`src/rtl/goblin_ctrl.sv`:
```
// Goblin movement controller: paces moves by a tick divider, steers toward the
// Digger over passable tunnel tiles and latches a sticky catch.
module goblin_ctrl #(
    parameter int MOVE_DIV = 4,
    parameter int START_X  = 0,
    parameter int START_Y  = 14
) (
    input  logic       Clk,
    input  logic       rst,
    input  logic       tick,
    input  logic [3:0] Digx,
    input  logic [3:0] Digy,
    input  logic [2:0] up,
    input  logic [2:0] down,
    input  logic [2:0] left,
    input  logic [2:0] right,
    output logic [3:0] Gobx,
    output logic [3:0] Goby,
    output logic [1:0] dir,
    output logic       moving,
    output logic       caught
);

    typedef enum logic [1:0] {
        S_WAIT   = 2'd0,
        S_DECIDE = 2'd1,
        S_MOVE   = 2'd2,
        S_CAUGHT = 2'd3
    } state_e;

    typedef enum logic [1:0] {
        D_UP    = 2'd0,
        D_DOWN  = 2'd1,
        D_LEFT  = 2'd2,
        D_RIGHT = 2'd3
    } dir_e;

    localparam logic [3:0] CNT_MAX = 4'(MOVE_DIV - 1);
    localparam logic [3:0] ROW_MAX = 4'd9;
    localparam logic [3:0] COL_MAX = 4'd14;
    localparam logic [2:0] TUNNEL  = 3'd0;

    state_e     state_q, state_d;
    logic [3:0] cnt_q, cnt_d;
    logic [3:0] gobx_q, gobx_d;
    logic [3:0] goby_q, goby_d;
    dir_e       dir_q, dir_d;
    dir_e       nxt_q, nxt_d;
    logic       last_valid_q, last_valid_d;
    logic       moving_q, moving_d;

    logic [4:0] dx, dy, adx, ady;
    logic       vert_primary;
    logic [3:0] open_dir;
    logic [3:0] rank [4];
    logic [3:0] best;
    logic       found;
    dir_e       sel;

    always_ff @(posedge Clk) begin
        if (rst) begin
            state_q      <= S_WAIT;
            cnt_q        <= '0;
            gobx_q       <= 4'(START_X);
            goby_q       <= 4'(START_Y);
            dir_q        <= D_UP;
            nxt_q        <= D_UP;
            last_valid_q <= 1'b0;
            moving_q     <= 1'b0;
        end else begin
            state_q      <= state_d;
            cnt_q        <= cnt_d;
            gobx_q       <= gobx_d;
            goby_q       <= goby_d;
            dir_q        <= dir_d;
            nxt_q        <= nxt_d;
            last_valid_q <= last_valid_d;
            moving_q     <= moving_d;
        end
    end

    // Candidate list expressed as a rank per direction (toward dirs 0/1, fixed
    // order 2..5, demoted reverse 8); the lowest-ranked open direction wins.
    always_comb begin
        dx = {1'b0, Digx} - {1'b0, gobx_q};
        dy = {1'b0, Digy} - {1'b0, goby_q};
        adx = dx[4] ? (5'd0 - dx) : dx;
        ady = dy[4] ? (5'd0 - dy) : dy;
        vert_primary = (adx >= ady);

        open_dir[D_UP]    = (up    == TUNNEL) && (gobx_q != 4'd0);
        open_dir[D_DOWN]  = (down  == TUNNEL) && (gobx_q <  ROW_MAX);
        open_dir[D_LEFT]  = (left  == TUNNEL) && (goby_q != 4'd0);
        open_dir[D_RIGHT] = (right == TUNNEL) && (goby_q <  COL_MAX);

        rank[D_UP]    = 4'd2;
        rank[D_LEFT]  = 4'd3;
        rank[D_DOWN]  = 4'd4;
        rank[D_RIGHT] = 4'd5;
        if (dx != 5'd0) begin
            rank[dx[4] ? D_UP : D_DOWN] = vert_primary ? 4'd0 : 4'd1;
        end
        if (dy != 5'd0) begin
            rank[dy[4] ? D_LEFT : D_RIGHT] = vert_primary ? 4'd1 : 4'd0;
        end
        if (last_valid_q) begin
            rank[dir_q ^ 2'b01] = 4'd8;
        end

        found = 1'b0;
        best  = 4'hF;
        sel   = D_UP;
        for (int unsigned i = 0; i < 4; i++) begin
            if (open_dir[i[1:0]] && (rank[i[1:0]] < best)) begin
                best  = rank[i[1:0]];
                sel   = dir_e'(i[1:0]);
                found = 1'b1;
            end
        end
    end

    always_comb begin
        state_d      = state_q;
        cnt_d        = cnt_q;
        gobx_d       = gobx_q;
        goby_d       = goby_q;
        dir_d        = dir_q;
        nxt_d        = nxt_q;
        last_valid_d = last_valid_q;
        moving_d     = 1'b0;

        case (state_q)
            S_WAIT: begin
                if ((gobx_q == Digx) && (goby_q == Digy)) begin
                    state_d = S_CAUGHT;
                end else if (tick) begin
                    if (cnt_q == CNT_MAX) begin
                        cnt_d   = '0;
                        state_d = S_DECIDE;
                    end else begin
                        cnt_d = cnt_q + 4'd1;
                    end
                end
            end
            S_DECIDE: begin
                if (found) begin
                    nxt_d   = sel;
                    state_d = S_MOVE;
                end else begin
                    state_d = S_WAIT;
                end
            end
            S_MOVE: begin
                case (nxt_q)
                    D_UP:    gobx_d = gobx_q - 4'd1;
                    D_DOWN:  gobx_d = gobx_q + 4'd1;
                    D_LEFT:  goby_d = goby_q - 4'd1;
                    D_RIGHT: goby_d = goby_q + 4'd1;
                    default: gobx_d = gobx_q;
                endcase
                dir_d        = nxt_q;
                last_valid_d = 1'b1;
                moving_d     = 1'b1;
                state_d      = S_WAIT;
            end
            S_CAUGHT: begin
                state_d = S_CAUGHT;
            end
            default: state_d = S_WAIT;
        endcase
    end

    always_comb begin
        Gobx   = gobx_q;
        Goby   = goby_q;
        dir    = dir_q;
        moving = moving_q;
        caught = (state_q == S_CAUGHT);
    end

endmodule

```
`config.mk`:
```
export PLATFORM = sky130hd
export DESIGN_NAME = goblin_ctrl
export DESIGN_NICKNAME = d
export VERILOG_FILES = /design/src/rtl/goblin_ctrl.sv
export SDC_FILE = /design/constraint.sdc
export NUM_CORES = 1
export LEC_CHECK = 0
export BUFFER_PORTS_ARGS = -buffer_cell sky130_fd_sc_hd__buf_2
export CAP_MARGIN = 20
export CORE_AREA = 2 2 69 71
export CTS_BUF_LIST = sky130_fd_sc_hd__clkbuf_8
export CTS_CLUSTER_SIZE = 20
export DETAILED_ROUTE_END_ITERATION = 12
export DIE_AREA = 0 0 71 73
export GPL_ROUTABILITY_DRIVEN = 0
export PLACE_DENSITY = 0.74
export SLEW_MARGIN = 20
export SYNTH_ARGS = -nofsm -noshare
export SYNTH_HDL_FRONTEND = slang
export SYNTH_SLANG_ARGS = --single-unit
```
`constraint.sdc`:
```
create_clock -name Clk -period 5.9 [get_ports Clk]
set_clock_uncertainty 0.05 [all_clocks]
set_input_delay 0.59 -clock Clk [delete_from_list [all_inputs] [get_ports Clk]]
set_output_delay 0.59 -clock Clk [all_outputs]
set_load 0.02 [all_outputs]
```
==> results of run 1 <==
-- per-layer routing --
metal  vias up  track usage [%]
li1       1071                -
met1      1002             26.0
met2        52             35.3
met3         8             2.90
met4         0             4.61
met5         -                0
-- cell usage in the layout (no fill, tap or decap), types with 4 or more instances in the layout --
| master | synthesis | layout |
|---|---|---|
| a211oi_1 | 7 | 5 |
| a21oi_1 | 15 | 15 |
| a31oi_1 | 6 | 5 |
| buf_2 | 0 | 34 |
| buf_4 | 0 | 12 |
| clkbuf_8 | 0 | 4 |
| dfxtp_1 | 20 | 20 |
| fa_1 | 4 | 4 |
| ha_1 | 31 | 29 |
| inv_1 | 19 | 18 |
| nand2_1 | 26 | 25 |
| nand3_1 | 10 | 9 |
| nand4_1 | 4 | 4 |
| nor2_1 | 29 | 28 |
| nor3_1 | 5 | 5 |
| nor3b_1 | 4 | 4 |
| nor4_1 | 4 | 4 |
| o211ai_1 | 6 | 6 |
| o21ai_0 | 9 | 8 |
| xnor2_1 | 12 | 12 |
| xor2_1 | 5 | 5 |
-- kinds of logic (layout without fill, tap and decap cells) --
kind of cell / Yosys count / count (layout)
compound gates: 61 / 61
xor+xnor: 17 / 17
fa+ha+maj: 35 / 35
buf+inv: 24 / 70
flops: 20 / 20
mux: 4 / 4
simple gates: 108 / 108
-- worst reg2reg max path: cells and delay by family (launching register included) --
| family | cells | cell delay [ns] |
|---|---|---|
| mux | 1 | 0.32 |
| simple gates | 11 | 1.43 |
| flops | 1 | 0.37 |
| buf+inv | 3 | 0.31 |
| compound gates | 9 | 1.32 |
| fa+ha+maj | 6 | 1.61 |
-- cell usage after synthesis (4+ instances only) --
master | n | area share [%]
a31oi_1 | 6 | 1.7
o211ai_1 | 6 | 2.1
nand2_1 | 26 | 4.5
nor3b_1 | 4 | 1.4
a211oi_1 | 7 | 2.4
nor4_1 | 4 | 1.2
a21oi_1 | 15 | 3.5
nand4_1 | 4 | 1.2
o21ai_0 | 9 | 2.1
xnor2_1 | 12 | 4.8
nor3_1 | 5 | 1.2
dfxtp_1 | 20 | 18
ha_1 | 31 | 18
nor2_1 | 29 | 5.0
inv_1 | 19 | 3.3
nand3_1 | 10 | 2.3
xor2_1 | 5 | 2.0
fa_1 | 4 | 3.7
-- through the flow --
step           cells  power, mW  utilization (%)  TNS [ns]  setup WS (ns)
2_1_floorplan    269      0.596                -         0          0.241
3_3_place_gp     365      0.729             54.8  -0.00155       -0.00155
3_5_place_dp     365      0.744             54.8    -0.508         -0.206
4_1_cts          369      0.853             56.0         0         0.0571
5_1_grt          369      0.962             57.8   -0.0174        -0.0174
6_report         369      0.878             57.8         0          0.311
-- sequential cells by signal, summed over array words and instances (netlist names) --
signal,flops
Gobx,4
state_q,2
Goby,4
moving,1
nxt_q,2
cnt_q,4
last_valid_q,1
dir,2
-- layout make-up --
class / count / area, µm²
clock buffers: 4 / 55.1
fillers: 426 / 1910
inverters: 20 / 80.1
well taps: 54 / 67.6
flip-flops and latches: 20 / 400
multi-input cells: 225 / 1760
repair buffers: 46 / 260
-- how the worst max path moves through the flow --
stage / cells past startpoint / endpoint
detailed placement: 32 / nxt_q[0]$_SDFFE_PP0P_
finish: 32 / state_q[1]$_SDFFE_PP0P_
CTS: 32 / nxt_q[0]$_SDFFE_PP0P_
floorplan: 28 / state_q[1]$_SDFFE_PP0P_
global placement: 32 / nxt_q[0]$_SDFFE_PP0P_
global route: 32 / state_q[1]$_SDFFE_PP0P_
-- power breakdown --
part / total (mW) / leakage (nW) / internal [mW] / switching (mW)
logic: 0.585 / 0.952 / 0.255 / 0.330
registers: 0.187 / 0.163 / 0.159 / 0.0277
clock network: 0.106 / 0.0288 / 0.0595 / 0.0467
==> reports/summary.txt, run 1 <==
Syn Inst Count -> 269
Number of max-cap violations -> 0
RR Endpoint -> state_q[1]$_SDFFE_PP0P_
Crit path max fanout -> 4
Critical Path Max Stage Delay -> 0.45 ns
Max Slew Vio Count -> 0
Via count -> 2133
DR top layer -> met4
Largest family of logic cells by synthesized area -> simple AND/OR/NAND/NOR gates
First-pass GRT wire length -> 8580 µm
Hold slack -> 0.442 ns
Reg2Reg Launch Point -> Gobx[0]$_SDFFE_PP0P_
Core box area -> 0.00454 mm²
1st-iter DRT viols -> 96
Initial antenna violation count -> 0
Syn Std Cell Area -> 0.00217 mm²
Worst EP required -> 6.00 ns
WS Path Type -> input port to register
Placed Instance Area -> 0.00248 mm²
Clock Latency Late Sink -> 0.26 ns
Longest Clk Path Bufs -> 2
Routed wl met2 -> 2440 µm
CTS tree -> built
Clk slew on worst S/H paths -> 0.08 ns
Number of gates resized after CTS -> 0
Row count -> 25
CP startpoint -> Digx[0]
Synth Area in Simple Gates -> 26.8%
Reg2Reg Setup Slack -> 0.38 ns
Period utilization -> 94.7%
Synth Area in XOR/XNOR -> 6.85%
Full die area -> 0.00518 mm²
Die width -> 71 µm
Slew margin rel. -> 66.5%
Worst-margin pin slew -> 0.502 ns
PortBufs -> 34
Synth Area in Adders -> 21.5%
Drt total wl -> 5190 µm
Residual DRC -> 0
Synth unique cells -> 54
WHS Path Cells -> 2
Post-synth ARST share -> 0%
Crit start category -> input port
CP max stage cell -> fa_1
Multiplexer share of the synthesized area -> 1.90%
Seq/Total Area, Yosys -> 18.4%
Syn_area_per_cell -> 8.07 µm²
Fmax -> 0.179 GHz
HPWL after DPL -> 4200 µm
Hold crit path type -> register to register
Synthesized flop and latch total -> 20
Max IR drop VDD -> 0.000183 V
Routed wl met3 -> 216 µm
Reg2reg path depth -> 30
Grt ovf -> 0
Post-synthesis compound-gate area fraction -> 20.0%
Buf+Inv Stages, Crit Path -> 5
Die height -> 73 µm
Largest net degree at the start of global routing -> 17
Initial DRT Pass Iterations -> 4
Endpoint, Worst Hold -> cnt_q[2]$_SDFFE_PP0P_
Post-CTS Setup Bufs -> 0
Num CTS Buffers -> 3
ANT nets after route -> 0
CP Data Arrival Time -> 5.69 ns
Power Dens Cells -> 335 mW/mm²
Metal-1 WL -> 2440 µm
Nature of the critical path endpoint -> register
Vias in the first global route -> 1939
CP top delay family -> adder cells
GRT Util Overall -> 20.0%
Endpoints failing setup -> 0
Run status -> completed
Ys Warns -> 0
Layout area overhead -> 20.8%
Top Ports -> 35
Fraction of layout cells with a size suffix above 1 -> 25.4%
H-tree lvl count -> 1
Cts hold-fix bufs -> 0
Vias per Instance -> 5.78
Worst hold start -> cnt_q[2]$_SDFFE_PP0P_
Antenna cells -> 0
Wire per inst -> 14.1 µm
Min cycle time layout -> 5.59 ns
Design area -> 0.00262 mm²
Post-synth EDFFs -> 0
Initial Util -> 47.9%
Root buf cell -> clkbuf_8
Syn nets -> 327
Most used cell, CP -> nand2_1
Final count of hold timing violations -> 0
Nets -> 374
CTS Sinks -> 20
Leakage power -> 1.14 nW
Ys flop type -> dfxtp_1
No activity file was read; power rests on OpenSTA's default activity.
==> run 2, diff against run 1 <==
--- a/config.mk
+++ b/config.mk
@@ -6,14 +6,14 @@
 export NUM_CORES = 1
 export LEC_CHECK = 0
 export BUFFER_PORTS_ARGS = -buffer_cell sky130_fd_sc_hd__buf_2
-export CAP_MARGIN = 20
-export CORE_AREA = 2 2 69 71
+export CAP_MARGIN = 5
+export CORE_AREA = 2 2 52 90
 export CTS_BUF_LIST = sky130_fd_sc_hd__clkbuf_8
 export CTS_CLUSTER_SIZE = 20
 export DETAILED_ROUTE_END_ITERATION = 12
-export DIE_AREA = 0 0 71 73
+export DIE_AREA = 0 0 54 92
 export GPL_ROUTABILITY_DRIVEN = 0
-export PLACE_DENSITY = 0.74
+export PLACE_DENSITY = 0.76
 export SLEW_MARGIN = 20
 export SYNTH_ARGS = -nofsm -noshare
 export SYNTH_HDL_FRONTEND = slang
==> reports/summary.txt, run 2 (synthesis gave the netlist of run 1 again) <==
Residual DRC -> 0 (unchanged)
Layout area overhead -> 21.4%
CTS tree -> built
Largest net degree at the start of global routing -> 17 (unchanged)
Hold crit path type -> register to register
Period utilization -> 96.4% (+1.7 points)
1st-iter DRT viols -> 24 (-75%)
Vias per Instance -> 5.76 (-0.38%)
Longest Clk Path Bufs -> 2 (unchanged)
Critical Path Max Stage Delay -> 0.47 ns (+0.02 ns)
ANT nets after route -> 0 (unchanged)
Via count -> 2125 (-0.38%)
Nature of the critical path endpoint -> register
Dpl ws -> -0.346 ns (-0.140 ns)
Max IR drop VDD -> 0.000261 V (+43%)
Worst-margin pin slew -> 0.591 ns (+0.0890 ns)
Worst EP required -> 5.99 ns (about the same)
Endpoints failing setup -> 0 (unchanged)
First-pass GRT wire length -> 8670 µm (+0.97%)
Grt ovf -> 0 (unchanged)
Final setup margin -> 0.213 ns (-0.0981 ns)
CP top delay family -> simple AND/OR/NAND/NOR gates
Die width -> 54 µm (-24%)
Drt total wl -> 5390 µm (+4.0%)
Most common library cell in the layout ignoring fill and taps -> buf_2
CTS Sinks -> 20 (unchanged)
GRT Util Overall -> 22.9% (+2.8 points)
Most used cell, CP -> ha_1
WS Path Type -> input port to register
H-tree lvl count -> 1 (unchanged)
Clock Latency Late Sink -> 0.26 ns (about the same)
Grt met2 use -> 43.5% (+8.2 points)
Run status -> completed
Leakage power -> 1.16 nW (+1.5%)
Initial antenna violation count -> 0 (unchanged)
Row count -> 32 (+28%)
Hold slack -> 0.442 ns (-0.000689 ns)
Power Dens Cells -> 333 mW/mm² (-0.47%)
Top Ports -> 35 (unchanged)
HPWL after DPL -> 4490 µm (+6.9%)
Crit start category -> input port
Nets -> 377 (+0.80%)
PortBufs -> 34 (unchanged)
Busiest layer in global routing -> met2
Max Slew Vio Count -> 0 (unchanged)
Die height -> 92 µm (+26%)
Final count of hold timing violations -> 0 (unchanged)
Root buf cell -> clkbuf_8
Clk slew on worst S/H paths -> 0.07 ns (about the same)
Buf+Inv Stages, Crit Path -> 5 (unchanged)
Crit path max fanout -> 4 (unchanged)
Initial DRT Pass Iterations -> 4 (unchanged)
CP max stage cell -> fa_1
Fraction of layout cells with a size suffix above 1 -> 26.7% (+1.3 points)
Fmax -> 0.176 GHz (-1.7%)
Vias in the first global route -> 2050 (+5.7%)
CP Data Arrival Time -> 5.77 ns (+0.08 ns)
Antenna cells -> 0 (unchanged)
Num CTS Buffers -> 3 (unchanged)
Min cycle time layout -> 5.69 ns (+0.0981 ns)
Full die area -> 0.00497 mm² (-4.1%)
Wire per inst -> 14.6 µm (+4.0%)
Core box area -> 0.00432 mm² (-4.7%)
Filler Cells Inserted -> 402 (-5.6%)
Most frequent cells in the layout -> 34 x buf_2, 30 x ha_1, 28 x nor2_1
Met3 GRT Util -> 1.14% (-1.8 points)
Number of max-cap violations -> 0 (unchanged)
Met1 GRT Util -> 22.8% (-3.2 points)
Initial Util -> 50.2% (+2.3 points)
Slew margin rel. -> 60.5% (-5.9 points)
==> run 2: where the power goes <==
group	switching (mW)	internal [mW]
Sequential	0.0271	0.159
Clock	0.0449	0.0595
Combinational	0.333	0.255
Total	0.405	0.474
==> run 2: final timing paths <==
path	from	endpoint	slack, ns	cells past startpoint
max reg2reg	Gobx[0]$_SDFFE_PP0P_	state_q[1]$_SDFFE_PP0P_	0.30	30
min reg2reg	cnt_q[2]$_SDFFE_PP0P_	cnt_q[2]$_SDFFE_PP0P_	0.44	2
max	Digx[0]	state_q[1]$_SDFFE_PP0P_	0.21	32
min	cnt_q[2]$_SDFFE_PP0P_	cnt_q[2]$_SDFFE_PP0P_	0.44	2
==> run 2: what timing repair did <==
item,CTS,global route
pin swaps,1,6
setup buffers,1,0
hold buffers,0,0
hold endpoints to repair,0,0
gates resized for setup,1,19
setup endpoints to repair,2,3
==> run 2: area by class of cell <==
class	instances	area [µm²]	share of cell area, %
repair buffers	49	283	10.7
flip-flops and latches	20	400	15.2
multi-input cells	225	1760	66.6
inverters	20	80.1	3.04
well taps	51	63.8	2.42
clock buffers	4	55.1	2.09
==> run 2: tightest hold or removal path, delay by kind of cell, from the launching register on <==
| family | cells | cell delay, ns |
|---|---|---|
| compound gates | 1 | 0.05 |
| simple gates | 1 | 0.06 |
| flops | 1 | 0.33 |
==> run 2: metrics by stage <==
step	setup TNS [ns]	power, mW	instances	utilization, %	area [µm²]
2_1_floorplan	0	0.596	269	-	2170
3_3_place_gp	-0.671	0.740	364	57.7	2490
3_5_place_dp	-0.910	0.752	364	57.7	2490
4_1_cts	0	0.858	369	59.2	2560
5_1_grt	-0.00614	0.957	369	61.0	2640
6_report	0	0.879	369	61.0	2640
==> run 2: routing by layer <==
| metal | vias up | wire, µm |
|---|---|---|
| li1 | 1073 | - |
| met1 | 1003 | 1970 |
| met2 | 31 | 3130 |
| met3 | 18 | 63 |
| met4 | 0 | 229 |
| met5 | - | 0 |
